### config.mk
export PLATFORM = sky130hd
export DESIGN_NAME = text_term_writer
export DESIGN_NICKNAME = d
export VERILOG_FILES = /design/src/rtl/text_term_writer.sv
export SDC_FILE = /design/constraint.sdc
export NUM_CORES = 1
export LEC_CHECK = 0
export CAP_MARGIN = 20
export CORE_MARGIN = 1.5
export CORE_UTILIZATION = 38
export CTS_CLUSTER_DIAMETER = 150
export DETAILED_ROUTE_END_ITERATION = 10
export GPL_ROUTABILITY_DRIVEN = 1
export PLACE_DENSITY = 0.71
export SLEW_MARGIN = 10
export SYNTH_ARGS = -nofsm -noshare
export SYNTH_HDL_FRONTEND = slang
export SYNTH_SLANG_ARGS = --single-unit
export TNS_END_PERCENT = 5
### constraint.sdc
create_clock -name clk -period 3.7 [get_ports clk]
set_input_delay 0.74 -clock clk [delete_from_list [all_inputs] [get_ports clk]]
set_output_delay 0.74 -clock clk [all_outputs]
set_load 0.05 [all_outputs]
### src/rtl/text_term_writer.sv
// text_term_writer
//   Character-stream writer for a COLS x ROWS text memory. Accepts one byte
//   per in_valid/in_ready handshake, writes printable codes at a hardware
//   cursor, handles CR / LF / BS / FF, and scrolls the screen up one row
//   through the memory's synchronous read port when the cursor runs off the
//   bottom row.
//
// Ports
//   clk, rst_n          clock, synchronous active-low reset
//   in_data/in_valid    incoming character byte and its valid flag
//   in_ready            high while idle; a byte is taken on in_valid & in_ready
//   mem_waddr/wdata/we  text memory write port, one write per asserted cycle
//   mem_raddr/rdata     text memory read port, rdata valid one cycle later
//   cursor_addr         cursor_row*COLS + cursor_col
//   busy                high whenever the writer is not idle
module text_term_writer #(
  parameter int COLS   = 40,
  parameter int ROWS   = 25,
  parameter int ADDR_W = 10
) (
  input  logic              clk,
  input  logic              rst_n,
  input  logic [7:0]        in_data,
  input  logic              in_valid,
  output logic              in_ready,
  output logic [ADDR_W-1:0] mem_waddr,
  output logic [7:0]        mem_wdata,
  output logic              mem_we,
  output logic [ADDR_W-1:0] mem_raddr,
  input  logic [7:0]        mem_rdata,
  output logic [ADDR_W-1:0] cursor_addr,
  output logic              busy
);

  localparam int COL_W = (COLS > 1) ? $clog2(COLS) : 1;
  localparam int ROW_W = (ROWS > 1) ? $clog2(ROWS) : 1;

  localparam logic [ADDR_W-1:0] COLS_A   = ADDR_W'(COLS);
  localparam logic [ADDR_W-1:0] LAST_A   = ADDR_W'(COLS * ROWS - 1);
  localparam logic [ADDR_W-1:0] LROW_A   = ADDR_W'((ROWS - 1) * COLS);
  localparam logic [COL_W-1:0]  COL_LAST = COL_W'(COLS - 1);
  localparam logic [ROW_W-1:0]  ROW_LAST = ROW_W'(ROWS - 1);
  localparam logic [7:0]        SPACE    = 8'h20;

  typedef enum logic [2:0] {
    IDLE,
    PUT,
    SCROLL_RD,
    SCROLL_WR,
    SCROLL_CLR,
    CLEAR
  } state_e;

  state_e              state_q, state_d;
  logic [ROW_W-1:0]    row_q, row_d;
  logic [COL_W-1:0]    col_q, col_d;
  logic [ADDR_W-1:0]   src_q, src_d;      // scroll source / clear address
  logic                adv_q, adv_d;      // PUT advances cursor (printable only)
  logic                we_q, we_d;
  logic [ADDR_W-1:0]   waddr_q, waddr_d;
  logic [7:0]          wdata_q, wdata_d;
  logic [ADDR_W-1:0]   raddr_q, raddr_d;

  assign cursor_addr = ADDR_W'(row_q) * COLS_A + ADDR_W'(col_q);
  assign in_ready    = (state_q == IDLE);
  assign busy        = (state_q != IDLE);
  assign mem_we      = we_q;
  assign mem_waddr   = waddr_q;
  assign mem_raddr   = raddr_q;
  // The RAM returns the scrolled character during SCROLL_WR itself, so the
  // write data is taken straight from the read port in that state; every
  // other write uses the registered data.
  assign mem_wdata   = (state_q == SCROLL_WR) ? mem_rdata : wdata_q;

  // The mem_* registers are loaded with the values belonging to the state
  // being entered, so each write appears in the same cycle as its state.
  always_comb begin
    // NOTE: every signal assigned here gets a default first so no latch is inferred.
    state_d = state_q;
    row_d   = row_q;
    col_d   = col_q;
    src_d   = src_q;
    adv_d   = adv_q;
    we_d    = 1'b0;
    waddr_d = waddr_q;
    wdata_d = wdata_q;
    raddr_d = raddr_q;

    unique case (state_q)
      IDLE: begin
        if (in_valid) begin
          if (in_data >= 8'h20 && in_data <= 8'h7E) begin
            state_d = PUT;
            adv_d   = 1'b1;
            we_d    = 1'b1;
            waddr_d = cursor_addr;
            wdata_d = in_data;
          end else begin
            unique case (in_data)
              8'h0D: col_d = '0;
              8'h0A: begin
                col_d = '0;
                if (row_q != ROW_LAST) begin
                  row_d = row_q + ROW_W'(1);
                end else begin
                  state_d = SCROLL_RD;
                  src_d   = COLS_A;
                  raddr_d = COLS_A;
                end
              end
              8'h08: begin
                // Step back one cell (wrapping to the previous row) and blank it.
                if (cursor_addr != '0) begin
                  if (col_q != '0) begin
                    col_d = col_q - COL_W'(1);
                  end else begin
                    row_d = row_q - ROW_W'(1);
                    col_d = COL_LAST;
                  end
                  state_d = PUT;
                  adv_d   = 1'b0;
                  we_d    = 1'b1;
                  waddr_d = cursor_addr - ADDR_W'(1);
                  wdata_d = SPACE;
                end
              end
              8'h0C: begin
                row_d   = '0;
                col_d   = '0;
                state_d = CLEAR;
                src_d   = '0;
                we_d    = 1'b1;
                waddr_d = '0;
                wdata_d = SPACE;
              end
              default: ;
            endcase
          end
        end
      end

      PUT: begin
        state_d = IDLE;
        if (adv_q) begin
          if (col_q == COL_LAST) begin
            col_d = '0;
            if (row_q == ROW_LAST) begin
              state_d = SCROLL_RD;
              src_d   = COLS_A;
              raddr_d = COLS_A;
            end else begin
              row_d = row_q + ROW_W'(1);
            end
          end else begin
            col_d = col_q + COL_W'(1);
          end
        end
      end

      SCROLL_RD: begin
        state_d = SCROLL_WR;
        we_d    = 1'b1;
        waddr_d = src_q - COLS_A;
      end

      SCROLL_WR: begin
        if (src_q == LAST_A) begin
          state_d = SCROLL_CLR;
          src_d   = LROW_A;
          we_d    = 1'b1;
          waddr_d = LROW_A;
          wdata_d = SPACE;
        end else begin
          state_d = SCROLL_RD;
          src_d   = src_q + ADDR_W'(1);
          raddr_d = src_q + ADDR_W'(1);
        end
      end

      SCROLL_CLR, CLEAR: begin
        if (src_q == LAST_A) begin
          state_d = IDLE;
        end else begin
          src_d   = src_q + ADDR_W'(1);
          we_d    = 1'b1;
          waddr_d = src_q + ADDR_W'(1);
        end
      end

      default: state_d = IDLE;
    endcase
  end

  always_ff @(posedge clk) begin
    // NOTE: state registers use non-blocking assignments so every flop samples pre-edge values.
    if (!rst_n) begin
      state_q <= IDLE;
      row_q   <= '0;
      col_q   <= '0;
      src_q   <= '0;
      adv_q   <= 1'b0;
      we_q    <= 1'b0;
      waddr_q <= '0;
      wdata_q <= '0;
      raddr_q <= '0;
    end else begin
      state_q <= state_d;
      row_q   <= row_d;
      col_q   <= col_d;
      src_q   <= src_d;
      adv_q   <= adv_d;
      we_q    <= we_d;
      waddr_q <= waddr_d;
      wdata_q <= wdata_d;
      raddr_q <= raddr_d;
    end
  end

endmodule

# Word level (Yosys, flattened, before mapping)
# Cells that the tools add are included.
[totals] register_bits=54 input_bits=19 output_inout_bits=41
[op_classes] reduce_logical=22 addsub=8 mux=66 n_lt_le_gt_ge=2 multipliers=1 n_eq_ne=36
[op_table] cell="2-to-1 mux 10 bit" count=15
[op_table] cell="one-hot mux 10 bit (4 select lines)" count=2
[op_table] cell="2-to-1 mux 5 bit" count=8
[op_table] cell="2-to-1 mux 8 bit" count=5
[op_table] cell="one-hot mux 10 bit (2 select lines)" count=2
[op_table] cell="2-to-1 mux 6 bit" count=6
[op_table] cell="equality test 8 x 4 -> 1 bit, second input constant" count=4
[op_table] cell="one-hot mux 8 bit (2 select lines)" count=2
[op_table] cell="one-hot mux 10 bit (3 select lines)" count=1
[op_table] cell="one-hot mux 6 bit (2 select lines)" count=2
[op_table] cell="inequality test 2 bit, second input constant" count=10
[op_table] cell="2-to-1 mux 3 bit" count=6
[op_table] cell="AND reduction 9 bit" count=2
[op_table] cell="one-hot mux 3 bit (5 select lines)" count=1
[op_table] cell="one-hot mux 5 bit (3 select lines)" count=1
[op_table] cell="inequality test 3 bit, second input constant" count=4
[op_table] cell="AND reduction 6 bit" count=2
[op_table] cell="adder 10 x 1 -> 10 bit, second input constant" count=1
[op_table] cell="adder 10 x 6 -> 10 bit" count=1
[op_table] cell="equality test 10 bit, second input constant" count=1
[op_table] cell="one-hot mux 5 bit (2 select lines)" count=1
[op_table] cell="AND reduction 10 bit" count=1
[op_table] cell="AND reduction 5 bit" count=2
[op_table] cell="nonzero test 10 bit" count=1
[op_table] cell="other kinds (35)" count=54

# Logic depth before layout (Yosys ltp)
# Gate-level depths: netlist (run 1).
[logic_depth] depth_word=8 mapped_depth=10 depth_no_buf=9

# Least setup slack after synthesis (run 1)
# OpenSTA, ideal clock, no wires.
[synth_path] path_type="register -> output" start="reg row_q[1]" end="out cursor_addr[8]" t_arrival_ns=2.549 stages_incl_launch_ff=7 slack_ns=0.411 cell_sequence="dfxtp_1 > ha_1 > ha_1 > fa_1 > nand2_1 > a21oi_1 > xor2_1"
[synth_via] elab_chain_cells=2
[synth_lines] item="from (decl)" line_no="55" source="logic [ROW_W-1:0] row_q, row_d;"
[synth_lines] item="from (signal assigned)" line_no="208" source="row_q <= row_d;"
[synth_lines] item="multiplier 5 x 3 -> 7 bit" line_no="64" source="assign cursor_addr = ADDR_W'(row_q) * COLS_A + ADDR_W'(col_q);"
[synth_lines] item="adder 10 x 6 -> 10 bit" line_no="64"
[synth_lines] item="to (decl)" line_no="31" source="output logic [ADDR_W-1:0] cursor_addr,"
# Every way passes these cells.

# Worst setup path after layout (run 1)
[layout_path] start="reg row_q[3]" end="out cursor_addr[9]"
# Same word-level chain as after synthesis.

==> run metrics, run 1 <==
met1 Track Usage GR 0.3016; via count ~4500; crit-path cells ha_1, ha_1, fa_1, xor2_1, nand4_1, xnor3_2, buf_12; outcome complete, no violations; clock skew just under 0.006 ns; Worst-Skew Late Latency around 0.31 ns; 1st-iter DRT viols 341; final instance area roughly 5200 sq um; WHS between 0.4 and 0.5 ns; Max stage delay on crit path 0.50 ns; f_max 0.2850 GHz; Final nets about 650; vias in the first global route ~4300; RSZ-0062 raised after global routing false; Synth Net Count between 600 and 700; Initial Util 0.3934; Critical Path AT about 2.8 ns; I/O Pins 60; die height 109.6 um; PortBufs a little under 60; Post-CTS Setup Repair Bufs 0; first-pass GRT wire length about 21000 um; deepest clock path buffer count 2; Multi-input gate area 2963 sq um; die area ~12000 sq um; Finished Layout Cells 750; period utilization 0.9483; vias per inst between 6 and 7; GRT met2 Usage 0.3563; Seq pwr share 0.363; slew margin rel. 0.4450; CP Launch Type flop; Worst Hold Class reg -> reg; initial antenna violation count 0; Cells after DPL around 740; Synth area leaders dfxtp_1 (25%), nand2_1 (7.0%), a21oi_1 (5.9%), ha_1 (5.2%), nor2_1 (3.3%); average size of a mapped cell roughly 7.6 sq um; total power around 1.7 mW; critical path endpoint category primary output; Clk pwr share 0.329; post-synthesis async set-or-reset flop share 0; worst slew pin tran between 0.8 and 0.9 ns; clock tree from TritonCTS done; Leak Pwr 1.944 nW; fraction of layout instances using a drive strength above 1 0.1016; Inserted Clock Buffers 5; maximum vdd drop between 0.2 and 0.25 mV; GRT overflow 0; Int Power roughly 1.1 mW; Cell Area, Synth about 4300 sq um; GRT met3 Usage 0.02905; largest net degree at the start of global routing 39; crit-path most repeated cell ha_1; Synth warnings 0; Yosys cell types 80; CP delay by family, top adder cells; max cap viols 0; Switching Fraction 0.3490; router iterations before antenna repair 4; # diodes 0; net switching power 0.6070 mW; CTS H-tree lvls 2; DR WL/cell between 15 and 20 um; Buf/Inv on CP 1; combinational power share 0.308; Residual DRC 0; Core Region around 11000 sq um; final wirelength roughly 13000 um; Site Rows 38; number of clock sinks between 50 and 60; Die X approximately 110 um; ys flop type dfxtp_1; Seq/Total Area, Yosys 0.2502; Slew Viols, Final 0; CP required roughly 3.0 ns; Synth Register Bits 54; Power Density between 300 and 400 nW/um^2; Resized Gates After CTS 0; hold_buf cts 0; Root Driver clkbuf_16; Placed Area 5027 sq um; Slowest cell on crit path dfxtp_1; Register Area about 1100 sq um; Hold Vio Cnt, Final 0; Most Used Layer, Global Route met2; Detail Route Antenna Nets 0; setup TNS 0 ns; GRT Total Usage 0.2222; # setup viols final 0; post-route minimum period around 3.5 ns; Setup CP Type reg -> out; routability cong. just under 0.9; DP Wirelength 9691 um; maximum fanout along the worst path 10; post-synthesis instance total around 570; Filler cells 1090; Synth-to-Final Area Change 20.42%; share of the synthesized area in the top cell type 0.2502; clock-pin transition on the worst setup and hold timing paths around 0.080 ns; Post-synth EDFFs 0; largest area contributor in the netlist dfxtp_1
[sequential cells by signal (all words and copies together), names as in the netlist]
name,cells
state_q,3
mem_waddr,10
mem_raddr,10
wdata_q,8
adv_q,1
col_q,6
mem_we,1
row_q,5
src_q,10
[worst register-to-register path, delay by kind of cell (launching register included)]
kind	cells	cell delay, ns
fa+ha+maj	3	0.92
xor+xnor	2	0.70
flops	1	0.50
simple gates	2	0.88
compound gates	2	0.29
[cell usage in the layout (no fill, tap or decap), types with 5 or more instances in the layout]
cell type,instances
a221oi_1,6
a311oi_1,9
clkbuf_16,5
xnor2_1,12
a21o_1,6
nor2_1,38
buf_4,21
and2_1,6
nand2_1,81
nor3_1,19
a31oi_1,10
nor4_1,5
o21a_1,5
clkdlybuf4s50_1,55
inv_1,13
nand2b_1,9
a21oi_1,51
or3_1,8
mux2i_1,9
dfxtp_1,54
a211oi_2,8
and3_1,6
nor2b_1,8
nand3_1,24
ha_1,18
o21ai_0,23
a211oi_1,8
nand4_1,6
[routing by layer]
layer  vias up  routed length [um]  part of all wire
met5         -                   0                 0
met4         0                 374             0.029
met3        31                 835             0.065
met2       202                5839              0.45
met1      2129                5862              0.45
li1       2180                   -                 -
[synthesized netlist by cell type (3+ instances only)]
master,count
and3_1,6
or4_1,3
xor2_1,4
nand2b_1,9
a211oi_2,8
nand4_1,6
o22ai_1,4
a311oi_1,9
buf_6,4
nand2_1,81
a211oi_1,8
nor3b_1,4
a221oi_1,6
buf_4,4
nor2b_1,8
a21o_1,6
a21oi_1,51
and2_1,6
clkbuf_1,22
nand3b_1,3
xnor2_1,12
mux2i_1,9
or3_1,8
nor4_1,5
ha_1,18
nor2_1,38
o211ai_1,4
o21ai_0,23
dfxtp_1,54
a311oi_2,3
buf_2,11
nor3_1,19
inv_1,13
nand3_1,24
a31oi_1,10
o21a_1,5
[path summary, 6_finish.rpt]
check / start / to / slack (ns) / cells after the start
max: row_q[3] / cursor_addr[9] / 0.19 / 7
min: wdata_q[7] / wdata_q[7] / 0.44 / 2
max reg2reg: row_q[3] / col_q[0] / 0.25 / 9
min reg2reg: wdata_q[7] / wdata_q[7] / 0.44 / 2
[stage by stage]
stage / util / worst slack [ns]
after floorplan: - / 0.4109
after global placement: 0.4577 / 0.4379
after detailed placement: 0.4577 / 0.2805
after CTS: 0.4736 / 0.1202
after global routing: 0.4737 / 0.05309
final: 0.4737 / 0.1912
[power groups by stage]
stage	registers, mW	logic, mW	clock network [mW]
3_5_place_dp	0.645	0.529	0
3_3_place_gp	0.645	0.521	0
2_1_floorplan	0.688	0.335	0
4_1_cts	0.632	0.533	0.575
6_report	0.632	0.535	0.572
5_1_grt	0.636	0.576	0.601
[layout make-up]
class / count / share of cell area
flip-flops and latches: 54 / 0.2078
clock inverters: 3 / 0.009380
well taps: 140 / 0.03367
inverters: 15 / 0.01178
repair buffers: 78 / 0.1438
clock buffers: 5 / 0.02405
multi-input cells: 455 / 0.5695
[cell families (layout without fill, tap and decap cells)]
family                   after synthesis  in the layout  share of synthesized area
adder cells (fa/ha/maj)               20             20                    0.06140
AO/OA/AOI/OAI                        170            170                     0.2789
AND/OR/NAND/NOR                      237            237                     0.2815
buffers and inverters                 57            101                    0.06429
XOR/XNOR                              17             17                    0.03765
flip-flops                            54             54                     0.2502
multiplexers                          11             11                    0.02606
(Power assumes the default switching activity.)
==> run 2: changes to the inputs <==
Settings changed: CORE_MARGIN 1.5 to not set.
==> run metrics, run 2 (synthesis gave the netlist of run 1 again) <==
outcome complete, no violations; Final nets 642 (-0.93%); setup slack, reg-to-reg 0.29 ns (+0.04 ns); DR WL/cell 17.04 um (-1.0%); Root Driver clkbuf_16; vias in the first global route 4278 (-0.77%); via count 4469 (-1.6%); worst r2r dst mem_we; # setup viols final 0 (unchanged); slew margin rel. 0.5332 (+0.08825); Leak Pwr 1.905 nW (-2.0%); Buf/Inv on CP 1 (unchanged); Residual DRC 0 (unchanged); vias per inst 6.007 (-0.81%); Hold Path Sink wdata_q[7]; Post-CTS Setup Repair Bufs 0 (unchanged); I/O Pins 60 (unchanged); Synth-to-Final Area Change 18.65%; first-pass GRT wire length 21270 um (+0.82%); Filler cells 1100 (+0.92%); Inserted Clock Buffers 5 (unchanged); Worst Hold Class reg -> reg; Critical Path AT 2.80 ns (+0.03 ns); Max stage delay on crit path 0.51 ns (about the same); worst slew pin tran 0.6937 ns (-0.1324 ns); Slowest cell on crit path dfxtp_1; Multi-input gate area 2963 sq um (unchanged); RSZ-0062 raised after global routing true; setup ws final 0.1632 ns (-0.02803 ns); number of clock sinks 54 (unchanged); critical path endpoint category primary output; clock-pin transition on the worst setup and hold timing paths 0.07 ns (about the same); Hold Vio Cnt, Final 0 (unchanged); deepest clock path buffer count 2 (unchanged); CP delay by family, top adder cells; Site Rows 38 (unchanged); routability cong. 0.9319 (+6.5%); crit-path cells ha_1, ha_1, fa_1, xor2_1, nand4_1, xnor3_1, buf_12; router iterations before antenna repair 5 (+1); Critical R2R Launch row_q[3]; PortBufs 59 (unchanged); GRT overflow 0 (unchanged); CP Launch Type flop; Worst-Skew Late Latency 0.30 ns (about the same); Register Area 1081 sq um (unchanged); post-route minimum period 3.537 ns (+0.02803 ns); clock tree from TritonCTS done; # diodes 0 (unchanged); CTS H-tree lvls 2 (unchanged); final wirelength 12680 um (-1.8%); DP Wirelength 9574 um (-1.2%); maximum fanout along the worst path 10 (unchanged); CP required 2.96 ns (about the same); crit-path most repeated cell ha_1; hold depth 2 (unchanged); clock skew 0.006509 ns (+0.0006163 ns); Slew Viols, Final 0 (unchanged); setup TNS 0 ns (unchanged); most common cell after layout, fill and taps aside nand2_1; fraction of layout instances using a drive strength above 1 0.09106 (-0.01058); worst slack, placed 0.1544 ns (-0.1262 ns); initial antenna violation count 0 (unchanged); period utilization 0.9559 (+0.007576); Core Region 10940 sq um (-0.43%); largest net degree at the start of global routing 39 (unchanged); commonest cells after routing, fill and taps aside nand2_1 (81), clkdlybuf4s50_1 (55), dfxtp_1 (54); die area 11800 sq um (-1.8%); final core occ 0.4688 (-0.004920); maximum vdd drop 0.1718 mV (-17%); Setup CP Type reg -> out; Detail Route Antenna Nets 0 (unchanged); hold_sp wdata_q[7]; total power 1.641 mW (-5.6%); max cap viols 0 (unchanged); Die X 108.6 um (-0.91%); FF-to-FF path depth 10 (+1); die height 108.6 um (-0.91%); Initial Util 0.3951 (+0.001710); GRT Total Usage 0.2234 (+0.001227); 1st-iter DRT viols 299 (-12%); Power Density 320.2 nW/um^2 (-4.2%); f_max 0.2827 GHz (-0.79%)
run 2: tightest hold or removal path: stages, from the launching register on:
cell and delay, ns:
dfxtp_1 0.32, nand2_1 0.06, nor2_1 0.04
run 2: worst max-delay path by stage:
| stage | cells past startpoint | startpoint | slack [ns] | to |
|---|---|---|---|---|
| 2_1_floorplan | 6 | row_q[1] | 0.41 | cursor_addr[8] |
| 3_3_place_gp | 9 | row_q[1] | 0.29 | mem_waddr[4] |
| 3_5_place_dp | 9 | row_q[3] | 0.15 | mem_waddr[9] |
| 4_1_cts | 9 | row_q[3] | 0.10 | mem_waddr[9] |
| 5_1_grt | 7 | row_q[3] | -0.01 | cursor_addr[8] |
| 6_report | 7 | row_q[3] | 0.16 | cursor_addr[9] |
run 2: through the flow:
| step | instances | area [sq um] | hold WS (ns) |
|---|---|---|---|
| finish | 744 | 5126 | 0.4519 |
| global placement | 736 | 4982 | 0.4197 |
| detailed placement | 736 | 4982 | 0.4397 |
| CTS | 744 | 5125 | 0.4550 |
| global route | 744 | 5126 | 0.4746 |
| floorplan | 566 | 4320 | 0.4099 |
run 2: final cells by class:
cell class,count,area share
Inverter,15,0.01196
Clock inverter,2,0.002685
Multi-Input combinational cell,455,0.5780
Timing Repair Buffer,72,0.1372
Clock buffer,6,0.02514
Tap cell,140,0.03417
Sequential cell,54,0.2109
run 2: report_power, final:
part / internal, mW / switching, mW
sequential: 0.608 / 0.0291
clock: 0.252 / 0.223
combinational: 0.197 / 0.332
run 2: layer usage:
metal	global-route usage	up-vias	part of all wire
li1	-	2166	-
met4	0.06564	0	0.017
met2	0.3680	178	0.47
met5	0	-	0
met1	0.3028	2107	0.45
met3	0.03048	18	0.061
run 2: what timing repair did:
item                       CTS  global route
gates resized for setup      0             1
setup endpoints to repair    0            11
hold buffers                 0             0
==> run 3: changes to the inputs <==
Settings changed: CORE_MARGIN set to 1.
Clock period 3.7 ns to 3.95 ns, I/O delays scaled along.
==> run metrics, run 3 (synthesis gave the netlist of run 1 again) <==
clock-pin transition on the worst setup and hold timing paths 0.07 ns (about the same); most common cell after layout, fill and taps aside nand2_1; die height 108.6 um (unchanged); max cap viols 0 (unchanged); DR WL/cell 16.76 um (-1.6%); Die X 108.6 um (unchanged); Post-CTS Setup Repair Bufs 0 (unchanged); period utilization 0.9254; via count 4445 (-0.54%); largest net degree at the start of global routing 25 (-36%); post-route minimum period 3.655 ns; WHS 0.4429 ns (-0.009016 ns); f_max approximately 0.27 GHz; deepest clock path buffer count 2 (unchanged); CP required 3.16 ns (+0.20 ns); # diodes 0 (unchanged); CTS H-tree lvls 2 (unchanged); number of clock sinks 54 (unchanged); vias per inst 5.966 (-0.67%); RSZ-0062 raised after global routing false; GRT Total Usage 0.2188 (-0.004573); CP Launch Type flop; Slew Viols, Final 0 (unchanged); Residual DRC 0 (unchanged); DP Wirelength 9443 um (-1.4%); first-pass GRT wire length 20700 um (-2.7%); slew margin rel. 0.5472 (+0.01391); Synth-to-Final Area Change 19.14%; Core Region 10940 sq um (unchanged); maximum vdd drop 0.1908 mV (+11%); I/O Pins 60 (unchanged); Detail Route Antenna Nets 0 (unchanged); Finished Layout Cells 745 (+0.13%); Root Driver clkbuf_16; final wirelength 12490 um (-1.5%); maximum fanout along the worst path 10 (unchanged); setup ws final 0.2947 ns (+0.1315 ns); Filler cells 1089 (-1.0%); vias in the first global route 4242 (-0.84%); # setup viols final 0 (unchanged); setup TNS 0 ns (unchanged); Initial Util 0.3951 (unchanged); PortBufs 59 (unchanged); Hold Vio Cnt, Final 0 (unchanged); clock tree from TritonCTS done; worst slew pin tran 0.6731 ns (-0.02068 ns); GRT overflow 0 (unchanged); Site Rows 38 (unchanged); critical path endpoint category primary output; routability cong. 0.9155 (-1.8%); Worst Hold Class reg -> reg; clock skew 0.004551 ns (-0.001958 ns); fraction of layout instances using a drive strength above 1 0.09091 (-0.0001505); Leak Pwr 1.935 nW (+1.6%); initial antenna violation count 0 (unchanged); router iterations before antenna repair 5 (unchanged); Setup CP Type reg -> out; Inserted Clock Buffers 5 (unchanged); worst slack, placed 0.3668 ns (+0.2124 ns); Critical Path AT 2.87 ns (+0.07 ns); Final nets 643 (+0.16%); Power Density 314.2 nW/um^2 (-1.9%); outcome complete, no violations; 1st-iter DRT viols 396 (+32%); Worst-Skew Late Latency 0.30 ns (about the same); die area 11800 sq um (unchanged); Cells after DPL 737 (+0.14%); commonest cells after routing, fill and taps aside nand2_1 (81), clkdlybuf4s50_1 (55), dfxtp_1 (54)
[run 3: what timing repair did]
item                                    4_1_cts  5_1_grt
resized for setup                             0        1
hold buffers                                  0        0
endpoints found under the setup margin        0        1
endpoints found under the hold margin         0        0
[run 3: routing by layer]
metal	part of all wire	track usage	wire [um]
met5	0	0	0
met4	0.025	0.08494	310
met3	0.062	0.03228	768
met2	0.46	0.3594	5746
met1	0.45	0.2881	5662
[run 3: final timing paths]
kind,start,slack (ns),cells past startpoint,end
hold reg to reg,wdata_q[7],0.44,2,wdata_q[7]
setup reg to reg,row_q[3],0.37,9,mem_waddr[9]
hold / removal,wdata_q[7],0.44,2,wdata_q[7]
setup / recovery,row_q[3],0.29,7,cursor_addr[9]
[run 3: through the flow]
step                cell area, sq um  utilization  power, mW
detailed placement              4967       0.4542      1.095
CTS                             5145       0.4705      1.624
floorplan                       4320            -     0.9584
global route                    5147       0.4707      1.682
finish                          5147       0.4707      1.617
global placement                4967       0.4542      1.087
[run 3: report_power, final]
part	internal, mW	switching, mW	leakage, nW
clock network	0.319	0.210	0.0875
registers	0.569	0.0276	0.438
logic	0.184	0.307	1.41
total	1.07	0.545	1.93
[run 3: worst max-delay path, stage by stage (launching register included)]
cell and delay [ns]:
dfxtp_1 0.53, ha_1 0.31, ha_1 0.22, fa_1 0.38
xor2_1 0.33, nand4_1 0.15, xnor3_1 0.38, buf_4 0.25
[run 3: layout make-up]
cell class | count | area (sq um) | share of cell area
Timing Repair Buffer | 73 | 690.7 | 0.1342
Clock inverter | 2 | 38.79 | 0.007535
Multi-Input combinational cell | 455 | 2962 | 0.5754
Tap cell | 140 | 175.2 | 0.03403
Inverter | 15 | 61.31 | 0.01191
Sequential cell | 54 | 1081 | 0.2100
Clock buffer | 6 | 138.9 | 0.02698
